## config.mk

```make
export PLATFORM = sky130hd
export DESIGN_NAME = seg_scan_driver_flat
export DESIGN_NICKNAME = d
export VERILOG_FILES = /design/src/rtl/seg_pkg.sv /design/src/rtl/seg_scan_driver_if.sv /design/src/rtl/seg_decode.sv /design/src/rtl/seg_scan_driver.sv /design/src/flat_wrapper.sv
export SDC_FILE = /design/constraint.sdc
export NUM_CORES = 1
export LEC_CHECK = 0
export BUFFER_PORTS_ARGS = -buffer_cell sky130_fd_sc_hd__buf_2
export CORE_ASPECT_RATIO = 2
export CORE_MARGIN = 4
export CORE_UTILIZATION = 50
export CTS_BUF_LIST = sky130_fd_sc_hd__clkbuf_8
export DETAILED_ROUTE_END_ITERATION = 6
export PLACE_DENSITY = 0.72
export SYNTH_ARGS = -nofsm -noshare
export SYNTH_HDL_FRONTEND = slang
export SYNTH_SLANG_ARGS = --single-unit
```

## constraint.sdc

```tcl
create_clock -name clk -period 4.03 [get_ports clk]
set_clock_uncertainty 0.15 [all_clocks]
set_input_delay 0.2015 -clock clk [delete_from_list [all_inputs] [get_ports clk]]
set_output_delay 0.2015 -clock clk [all_outputs]
set_load 0.1 [all_outputs]
```

## src/rtl/seg_pkg.sv

```systemverilog
// Shared constants for the seven-segment scan driver: per-digit segment patterns
// in {g,f,e,d,c,b,a} order, blank/dash codes and the scan FSM state type.
package seg_pkg;

   localparam logic [6:0] SEG_0 = 7'h3F;
   localparam logic [6:0] SEG_1 = 7'h06;
   localparam logic [6:0] SEG_2 = 7'h5B;
   localparam logic [6:0] SEG_3 = 7'h4F;
   localparam logic [6:0] SEG_4 = 7'h66;
   localparam logic [6:0] SEG_5 = 7'h6D;
   localparam logic [6:0] SEG_6 = 7'h7D;
   localparam logic [6:0] SEG_7 = 7'h07;
   localparam logic [6:0] SEG_8 = 7'h7F;
   localparam logic [6:0] SEG_9 = 7'h6F;

   localparam logic [7:0] SEG_BLANK = 8'h00;
   localparam logic [7:0] SEG_DASH  = 8'h40;

   typedef enum logic [1:0] {
      IDLE = 2'd0,
      ON   = 2'd1,
      DEAD = 2'd2
   } state_t;

endpackage

```

## src/rtl/seg_scan_driver_if.sv

```systemverilog
// Display-side bundle of the scan driver: level-style control/data inputs in,
// registered digit/segment drive and frame pulse out, plus the FSM state for debug.
interface seg_scan_driver_if #(
   parameter int N_DIG = 6
);
   import seg_pkg::*;

   // No handshake: inputs are plain levels sampled every clock, outputs are
   // registered and valid every cycle after reset.
   logic                 enable;
   logic [4*N_DIG-1:0]   digits_bcd;
   logic [N_DIG-1:0]     dp_mask;
   logic [N_DIG-1:0]     blink_mask;
   logic                 lz_en;
   logic                 dash;
   logic [N_DIG-1:0]     dig_n;
   logic [7:0]           seg;
   logic                 frame_done;
   state_t               dbg_state;

   modport master (
      output enable, digits_bcd, dp_mask, blink_mask, lz_en, dash,
      input  dig_n, seg, frame_done, dbg_state
   );

   modport slave (
      input  enable, digits_bcd, dp_mask, blink_mask, lz_en, dash,
      output dig_n, seg, frame_done, dbg_state
   );

endinterface

```

## src/rtl/seg_decode.sv

```systemverilog
// BCD nibble to seven-segment pattern {g..a}; codes 10..15 decode to blank.
module seg_decode
   import seg_pkg::*;
(
   input  logic [3:0] bcd,
   output logic [6:0] seg
);

   always_comb begin
      case (bcd)
         4'd0:    seg = SEG_0;
         4'd1:    seg = SEG_1;
         4'd2:    seg = SEG_2;
         4'd3:    seg = SEG_3;
         4'd4:    seg = SEG_4;
         4'd5:    seg = SEG_5;
         4'd6:    seg = SEG_6;
         4'd7:    seg = SEG_7;
         4'd8:    seg = SEG_8;
         4'd9:    seg = SEG_9;
         default: seg = SEG_BLANK[6:0];
      endcase
   end

endmodule

```

## src/rtl/seg_scan_driver.sv

```systemverilog
// Multiplexed seven-segment scanner: one digit lit per slot with an all-off gap between
// digits, frame-aligned input snapshot, blink, leading-zero suppression and dash override.
module seg_scan_driver
   import seg_pkg::*;
#(
   parameter int N_DIG        = 6,
   parameter int DIV          = 25000,
   parameter int DEAD_CYC     = 4,
   parameter int BLINK_FRAMES = 64
) (
   input logic              clk,
   input logic              rst,
   seg_scan_driver_if.slave bus
);

   localparam int IW = (N_DIG > 1) ? $clog2(N_DIG) : 1;
   localparam int CW = $clog2(DIV + DEAD_CYC + 1);
   localparam int FW = (BLINK_FRAMES > 1) ? $clog2(BLINK_FRAMES) : 1;

   state_t             state;
   logic [IW-1:0]      idx;
   logic [CW-1:0]      cnt;
   logic               wrap_pend;
   logic [FW-1:0]      fcnt;
   logic               blink_ph;
   logic [4*N_DIG-1:0] snap_bcd;
   logic [N_DIG-1:0]   snap_dp;
   logic [N_DIG-1:0]   snap_blk;
   logic               snap_lz;
   logic [N_DIG-1:0]   dig_n_q;
   logic [7:0]         seg_q;
   logic               fd_q;

   logic               scanning;
   logic               dwell_end;
   logic               advance;
   logic               last_idx;
   logic               frame_start;
   logic [3:0]         cur_nib;
   logic               cur_dp;
   logic               cur_blk;
   logic               cur_upper_zero;
   logic               zero_run;
   logic [N_DIG-1:0]   dig_sel_n;
   logic [6:0]         dec_seg;
   logic               lz_hit;
   logic [N_DIG-1:0]   dig_n_d;
   logic [7:0]         seg_d;

   assign scanning    = (state == ON) || (state == DEAD);
   assign last_idx    = (idx == IW'(N_DIG - 1));
   assign dwell_end   = ((state == ON) && (cnt == CW'(DIV - 1))) ||
                        ((state == DEAD) && (cnt == CW'(DEAD_CYC - 1)));
   // With no gap configured, the end of an ON dwell steps straight to the next digit.
   assign advance     = dwell_end && ((state == DEAD) || (DEAD_CYC == 0));
   assign frame_start = !scanning || (advance && last_idx);

   // Per-digit selection from the snapshot; zero_run tracks "all digits from the top down to i are 0".
   always_comb begin
      cur_nib        = '0;
      cur_dp         = 1'b0;
      cur_blk        = 1'b0;
      cur_upper_zero = 1'b0;
      zero_run       = 1'b1;
      dig_sel_n      = '1;
      for (int i = N_DIG - 1; i >= 0; i--) begin
         zero_run = zero_run & (snap_bcd[i*4 +: 4] == 4'd0);
         if (idx == IW'(i)) begin
            cur_nib        = snap_bcd[i*4 +: 4];
            cur_dp         = snap_dp[i];
            cur_blk        = snap_blk[i];
            cur_upper_zero = zero_run;
            dig_sel_n[i]   = 1'b0;
         end
      end
   end

   seg_decode u_decode (
      .bcd (cur_nib),
      .seg (dec_seg)
   );

   assign lz_hit = snap_lz && (idx != '0) && cur_upper_zero;

   always_comb begin
      dig_n_d = '1;
      seg_d   = SEG_BLANK;
      if (state == ON) begin
         dig_n_d = dig_sel_n;
         if (bus.dash)
            seg_d = SEG_DASH;
         else if (blink_ph && cur_blk)
            seg_d = SEG_BLANK;
         else
            seg_d = {cur_dp, lz_hit ? 7'd0 : dec_seg};
      end
   end

   always_ff @(posedge clk) begin
      if (rst) begin
         state     <= IDLE;
         idx       <= '0;
         cnt       <= '0;
         wrap_pend <= 1'b0;
      end else if (!bus.enable) begin
         state     <= IDLE;
         wrap_pend <= 1'b0;
      end else begin
         wrap_pend <= 1'b0;
         if (!scanning) begin
            state <= ON;
            idx   <= '0;
            cnt   <= '0;
         end else if (advance) begin
            state <= ON;
            cnt   <= '0;
            if (last_idx) begin
               idx       <= '0;
               wrap_pend <= 1'b1;
            end else begin
               idx <= idx + 1'b1;
            end
         end else if (dwell_end) begin
            state <= DEAD;
            cnt   <= '0;
         end else begin
            cnt <= cnt + 1'b1;
         end
      end
   end

   // Frame bookkeeping: inputs are captured only at frame start so a frame never tears.
   always_ff @(posedge clk) begin
      if (rst) begin
         snap_bcd <= '0;
         snap_dp  <= '0;
         snap_blk <= '0;
         snap_lz  <= 1'b0;
         fcnt     <= '0;
         blink_ph <= 1'b0;
      end else if (bus.enable && frame_start) begin
         snap_bcd <= bus.digits_bcd;
         snap_dp  <= bus.dp_mask;
         snap_blk <= bus.blink_mask;
         snap_lz  <= bus.lz_en;
         if (scanning) begin
            if (fcnt == FW'(BLINK_FRAMES - 1)) begin
               fcnt     <= '0;
               blink_ph <= ~blink_ph;
            end else begin
               fcnt <= fcnt + 1'b1;
            end
         end
      end
   end

   always_ff @(posedge clk) begin
      if (rst || !bus.enable) begin
         dig_n_q <= '1;
         seg_q   <= SEG_BLANK;
         fd_q    <= 1'b0;
      end else begin
         dig_n_q <= dig_n_d;
         seg_q   <= seg_d;
         fd_q    <= wrap_pend;
      end
   end

   assign bus.dig_n      = dig_n_q;
   assign bus.seg        = seg_q;
   assign bus.frame_done = fd_q;
   assign bus.dbg_state  = state;

endmodule
```

## src/flat_wrapper.sv

```systemverilog
// flat-port wrapper written by rule: the top's interface ports become plain ports
module seg_scan_driver_flat import seg_pkg::*;
#(
   parameter int N_DIG        = 6,
   parameter int DIV          = 25000,
   parameter int DEAD_CYC     = 4,
   parameter int BLINK_FRAMES = 64
)
  (clk, rst, bus_enable, bus_digits_bcd, bus_dp_mask, bus_blink_mask, bus_lz_en, bus_dash, bus_dig_n, bus_seg, bus_frame_done, bus_dbg_state);
  seg_scan_driver_if #(.N_DIG(N_DIG)) bus_i ();
  input logic clk;
  input logic rst;
  input wire logic [$bits(bus_i.enable)-1:0] bus_enable;
  input wire logic [$bits(bus_i.digits_bcd)-1:0] bus_digits_bcd;
  input wire logic [$bits(bus_i.dp_mask)-1:0] bus_dp_mask;
  input wire logic [$bits(bus_i.blink_mask)-1:0] bus_blink_mask;
  input wire logic [$bits(bus_i.lz_en)-1:0] bus_lz_en;
  input wire logic [$bits(bus_i.dash)-1:0] bus_dash;
  output wire logic [$bits(bus_i.dig_n)-1:0] bus_dig_n;
  output wire logic [$bits(bus_i.seg)-1:0] bus_seg;
  output wire logic [$bits(bus_i.frame_done)-1:0] bus_frame_done;
  output wire logic [$bits(bus_i.dbg_state)-1:0] bus_dbg_state;
  assign bus_i.enable = bus_enable;
  assign bus_i.digits_bcd = bus_digits_bcd;
  assign bus_i.dp_mask = bus_dp_mask;
  assign bus_i.blink_mask = bus_blink_mask;
  assign bus_i.lz_en = bus_lz_en;
  assign bus_i.dash = bus_dash;
  assign bus_dig_n = bus_i.dig_n;
  assign bus_seg = bus_i.seg;
  assign bus_frame_done = bus_i.frame_done;
  assign bus_dbg_state = bus_i.dbg_state;
  seg_scan_driver #(.N_DIG(N_DIG), .DIV(DIV), .DEAD_CYC(DEAD_CYC), .BLINK_FRAMES(BLINK_FRAMES)) u_core (.clk(clk), .rst(rst), .bus(bus_i));
endmodule
```

== Word level (Yosys, flattened, before mapping) ==
Memories as Yosys holds them, arrays and structs flattened.
Index checks and enable logic that the tools add are counted.
Word-level totals
  flip-flop bits (word level): 80
  memory bits (read-only): 112
  bits of input ports: 41
  output and inout port bits: 17
  logic and storage cells: 117
  memories kept: 1
Memories
  (no name shown): depth 16, width 7, read ports 1, clocked after memory_dff 0, write ports 0, RTL line seg_decode.sv:10  | case (bcd)
Cells by class
  $add $sub $neg: 3
  eq/ne operators: 12
  multiplexer cells: 44
  bitwise logic cells: 10
  reductions and logical operators: 31
Operator list (number)
  2-to-1 mux 15 bit: 3
  2-to-1 mux 1 bit: 28
  logical NOT 4 bit: 6
  2-to-1 mux 4 bit: 6
  2-to-1 mux 7 bit: 3
  adder 15 x 1 -> 15 bit, second input constant: 1
  == test 15 bit, second input constant: 1
  == test 15 x 2 -> 1 bit, second input constant: 1
  OR reduction 4 bit: 3
  2-to-1 mux 3 bit: 3
  logical AND 1 bit: 8
  adder 6 x 1 -> 6 bit, second input constant: 1
  == test 3 x 2 -> 1 bit, second input constant: 2
  == test 3 bit, second input constant: 2
  == test 6 bit, second input constant: 1
  2-to-1 mux 6 bit: 1
  AND 1 bit: 5
  inverter 1 bit: 5
  OR reduction 5 bit: 1
  logical OR 1 bit: 4
  AND reduction 2 bit: 2
  OR reduction 2 bit: 2
  adder 3 x 1 -> 3 bit, second input constant: 1
  == test 3 x 1 -> 1 bit, second input constant: 1
  8 further kinds: 9

== Depth between registers and ports, before layout ==
  depth in word-level cells: 11
  mapped depth: 15
  depth with buffers taken out: 11

== Modules after synthesis ==
Synthesis repeated with hierarchy kept, for this count alone.
Second synthesis, totals
  cell total of the unflattened synthesis: 477
  area, all modules: 4091.4 um^2
Modules (own cells, without submodules)
  seg_scan_driver: instances 1, cells an instance 449, area each 3871.2 um^2, sequential area each 1601.5 um^2
  seg_decode: instances 1, cells an instance 28, area each 220.2 um^2, sequential area each 0.0 um^2

== Least setup slack after synthesis ==
Ideal clock, no wire load.
  path kind: flip-flop to flip-flop
  from: register u_core.idx[0]
  to: register u_core.seg_q[4] (netlist: u_core.bus.seg[4])
  library setup time: 119 ps
  data arrival time: 2794 ps
  required time: 3761 ps
  path slack: 968 ps
  cell stages (with the launch flop): 14
  buffers on the path: 4
  clock period less this slack: 3062 ps
  cell sequence: dfxtp_1 -> buf_2 -> buf_2 -> clkbuf_1 -> and2_1 -> ha_1 -> clkbuf_1 -> or3b_2 -> o21ai_0 -> o21ai_1 -> ha_1 -> mux2_2 -> a22oi_1 -> nor2_1
Between the ends
  longest elaborated chain between the ends: 9
  elaborated cells between the ends (all ways): 30
  those cells by class: eq/ne: 5; mux: 18; reduce/logical: 6; memory: 1
RTL lines
  start: declaration: RTL line seg_scan_driver.sv:21  | logic [IW-1:0] idx;
  start signal: assignment: RTL line seg_scan_driver.sv:121  | idx <= idx + 1'b1;
  parallel branches: the longest is 9 deep, another holds memory read (16 x 7 bit)
  end signal: assignment: RTL line seg_scan_driver.sv:164  | seg_q <= seg_d;
  end: declaration: RTL line seg_scan_driver.sv:31  | logic [7:0] seg_q;
Several ways; the timed one is not identified.
A chain may end at the register's enable or synchronous reset.

== Final worst setup path ==
  from: register u_core.idx[2]
  to: register u_core.seg_q[4] (netlist: u_core.bus.seg[4])
Same word-level chain as after synthesis.

==> metrics.md <==
| Metric | Value |
|---|---|
| Synthesized area | 3760 µm² |
| Die Y | 131 µm |
| Switching pwr | 0.423 mW |
| Layout Nets | 608 |
| Clk buf depth | 2 |
| Clk root buf | clkbuf_8 |
| First-pass GRT wire length | 16200 µm |
| Clk sink count | 80 |
| DR vias | 3600 |
| Worst-path clk slew | 80 ps |
| Place WS | 843 ps |
| Skew-Pair Late Insertion Delay | 360 ps |
| Total negative setup slack | 0 ps |
| Clock power frac | 37.9% |
| Met2 Use GR | 43.8% |
| EDFF count, synth | 0 |
| Most used routing layer | met2 |
| Nature of the critical path startpoint | register |
| ANT cells | 0 |
| Dominant synthesized flop cell | dfxtp_1 |
| Power Internal | 1.25 mW |
| I/O Buffers | 57 |
| Top cells by count, synth | 107 x nand2_1, 80 x dfxtp_1, 58 x a21oi_1 |
| # rows | 44 |
| CP endpoint kind | register |
| Vias in the first global route | 3492 |
| Final slew viol count | 0 |
| Slew HR | 56.2% |
| Final hold violation count | 0 |
| Part of the power in combinational logic | 12.0% |
| Status | finished clean |
| Fraction of layout cells with a size suffix above 1 | 15.5% |
| Most frequent cell after synthesis | nand2_1 |
| Peak fanout along the critical path | 18 |
| Yosys reg bits | 80 |
| M1 GR Usage | 21.3% |
| Post-synthesis sequential area ratio | 42.6% |
| Boundary Pins | 58 |
| Met3 Resource Use GR | 5.21% |
| Synth Warn # | 0 |
| Post-synthesis compound-gate area fraction | 16.4% |
| Placed insts | 599 |
| Net Sw Frac | 25.3% |
| Detailed-router iteration count before antenna repair | 4 |
| Top-area cell type share of the netlist area | 42.6% |
| Max-cap viol count | 0 |
| Critical path class | register to register |
| Area added between synthesis and finish | 24.3% |
| Post-synthesis simple-gate area fraction | 26.6% |
| Cell taking the most area after synthesis | dfxtp_1 |
| # DRC | 0 |
| RePlAce Congestion | 0.921 |
| DRC marker count from the first detailed-route iteration | 182 |
| Finished Layout Cells | 653 |
| Peak VDD IR | 0.413 mV |
| Layout filler cell count | 632 |
| Post-route cell area | 4670 µm² |
| Core Area | 7320 µm² |
| Vias per cell | 5.51 |
| Cell area after placement | 4080 µm² |
| Least-Margin Pin Slew | 657 ps |
| Tcrit/Tclk final | 80.5% |
| Leak | 1.83 nW |
| Die Area | 9060 µm² |
| Netlist cell types | 51 |
| Adder-cell share of the synthesized area | 3.66% |
| RSZ-0062 raised after global routing | false |
| Largest net degree at the start of global routing | 58 |
| WP data required | 4120 ps |
| Initial Util | 51.4% |
| Asr flop ratio synth | 0% |
| Share of power burned in registers | 50.1% |
| Worst Hold Class | input port to register |
| GRT Overall Usage | 22.8% |
| Drt wl/cell | 15.3 µm |
| Synth area leaders | dfxtp_1 43%, nand2_1 11%, a21oi_1 7.7%, nor2_1 4.3%, ha_1 3.7% |
| Total nets after synthesis | 523 |
| Fin crit period | 3240 ps |
| Highest Clock Rate | 308 MHz |
| DRT antenna net count | 0 |
| Final HPWL DP | 7100 µm |
| Cells after synthesis | 471 |
| Setup violations, final | 0 |
| CTS Buf Count | 9 |
| Initial antenna violation count | 0 |
| Grt ovf | 0 |
| Post-synthesis xor/xnor area fraction | 3.03% |
| Drt total wl | 10000 µm |
| Avg Cell Area, Syn | 7.99 µm² |
| Final setup margin | 788 ps |
| Die Width | 69.3 µm |
| CTS tree | yes |
| Arrival @ worst endpoint | 3340 ps |
| Number of H-tree levels | 3 |
| Mux cell area share after synthesis | 3.83% |
| Pwr/cell area | 357 nW/µm² |
| Main combinational cell family by area after synthesis | simple AND/OR/NAND/NOR gates |
## state kept, by name (all words and copies together) (netlist names)
signal / count
u_core.bus.dig_n: 6
u_core.blink_ph: 1
u_core.bus.frame_done: 1
u_core.fcnt: 6
u_core.idx: 3
u_core.cnt: 15
u_core.snap_lz: 1
u_core.snap_dp: 6
u_core.bus.dbg_state: 2
u_core.snap_blk: 6
u_core.wrap_pend: 1
u_core.bus.seg: 8
u_core.snap_bcd: 24
## cell type report
class	instances	area (µm²)	share of cell area (%)
Timing Repair Buffer	99	696	14.9
Inverter	8	30.0	0.642
Multi-Input combinational cell	358	2020	43.2
Clock buffer	9	124	2.65
Clock inverter	7	88.8	1.90
Sequential cell	80	1600	34.3
Tap cell	92	115	2.46
## worst paths after layout
| check | start | depth (start not counted) | end | slack, ps |
|---|---|---|---|---|
| max reg2reg | u_core.idx[2] | 9 | u_core.bus.seg[4] | 790 |
| min reg2reg | u_core.wrap_pend | 1 | u_core.bus.frame_done | 300 |
| min | rst | 3 | u_core.bus.frame_done | 60 |
| max | u_core.idx[2] | 9 | u_core.bus.seg[4] | 790 |
## cells in the final DEF, fill, tap and decap left out, types with 7 or more instances in the layout
cell and count:
nand2_1 107, dfxtp_1 80, a21oi_1 58, buf_2 57
nor2_1 43, dlygate4sd3_1 38, nand3_1 15, o21ai_0 13
mux2i_1 11, ha_1 11, inv_1 10, clkbuf_8 9
xor2_1 8, nor4_1 7
## layer usage
metal / part of all wire (%) / vias to the layer above / wire [µm]
met5: 0 / - / 0
met1: 37 / 1690 / 3680
met3: 3.3 / 37 / 325
met4: 4.5 / 0 / 445
li1: - / 1791 / -
met2: 55 / 82 / 5550
## worst max-delay path, stage by stage (launching register included)
cell	delay, ps
dfxtp_1	670
inv_1	200
ha_1	370
or3b_2	530
o21ai_0	200
o21ai_1	240
ha_1	280
mux2_2	270
a22oi_1	150
nor2_1	60
## metrics by stage
step                util [%]  power, mW  hold WS (ps)
CTS                     63.8       1.68          39.6
detailed placement      55.7       1.02           273
global placement        55.7       1.02           271
finish                  63.8       1.67          57.0
floorplan                  -      0.971           129
global route            63.8       1.74          61.9
## power by group through the flow
stage	logic [mW]	registers [mW]	clock network, mW
2_1_floorplan	0.110	0.861	0
3_3_place_gp	0.168	0.854	0
3_5_place_dp	0.170	0.854	0
4_1_cts	0.199	0.836	0.645
5_1_grt	0.222	0.839	0.682
6_report	0.201	0.836	0.633
## kinds of logic after synthesis
| family | count (synthesis) |
|---|---|
| AOI/OAI and AO/OA | 102 |
| xor gates and xnor gates | 13 |
| adders and majority gates | 11 |
| buffers and inverters | 33 |
| DFF | 80 |
| muxes | 14 |
| and+or+nand+nor | 218 |
## timing repair
item                                   in CTS  in global routing
buffers inserted                            0                  0
gates resized for setup                     0                  0
hold buffers                               38                  0
endpoints found under the hold margin      39                  0
(Power assumes the default switching activity.)
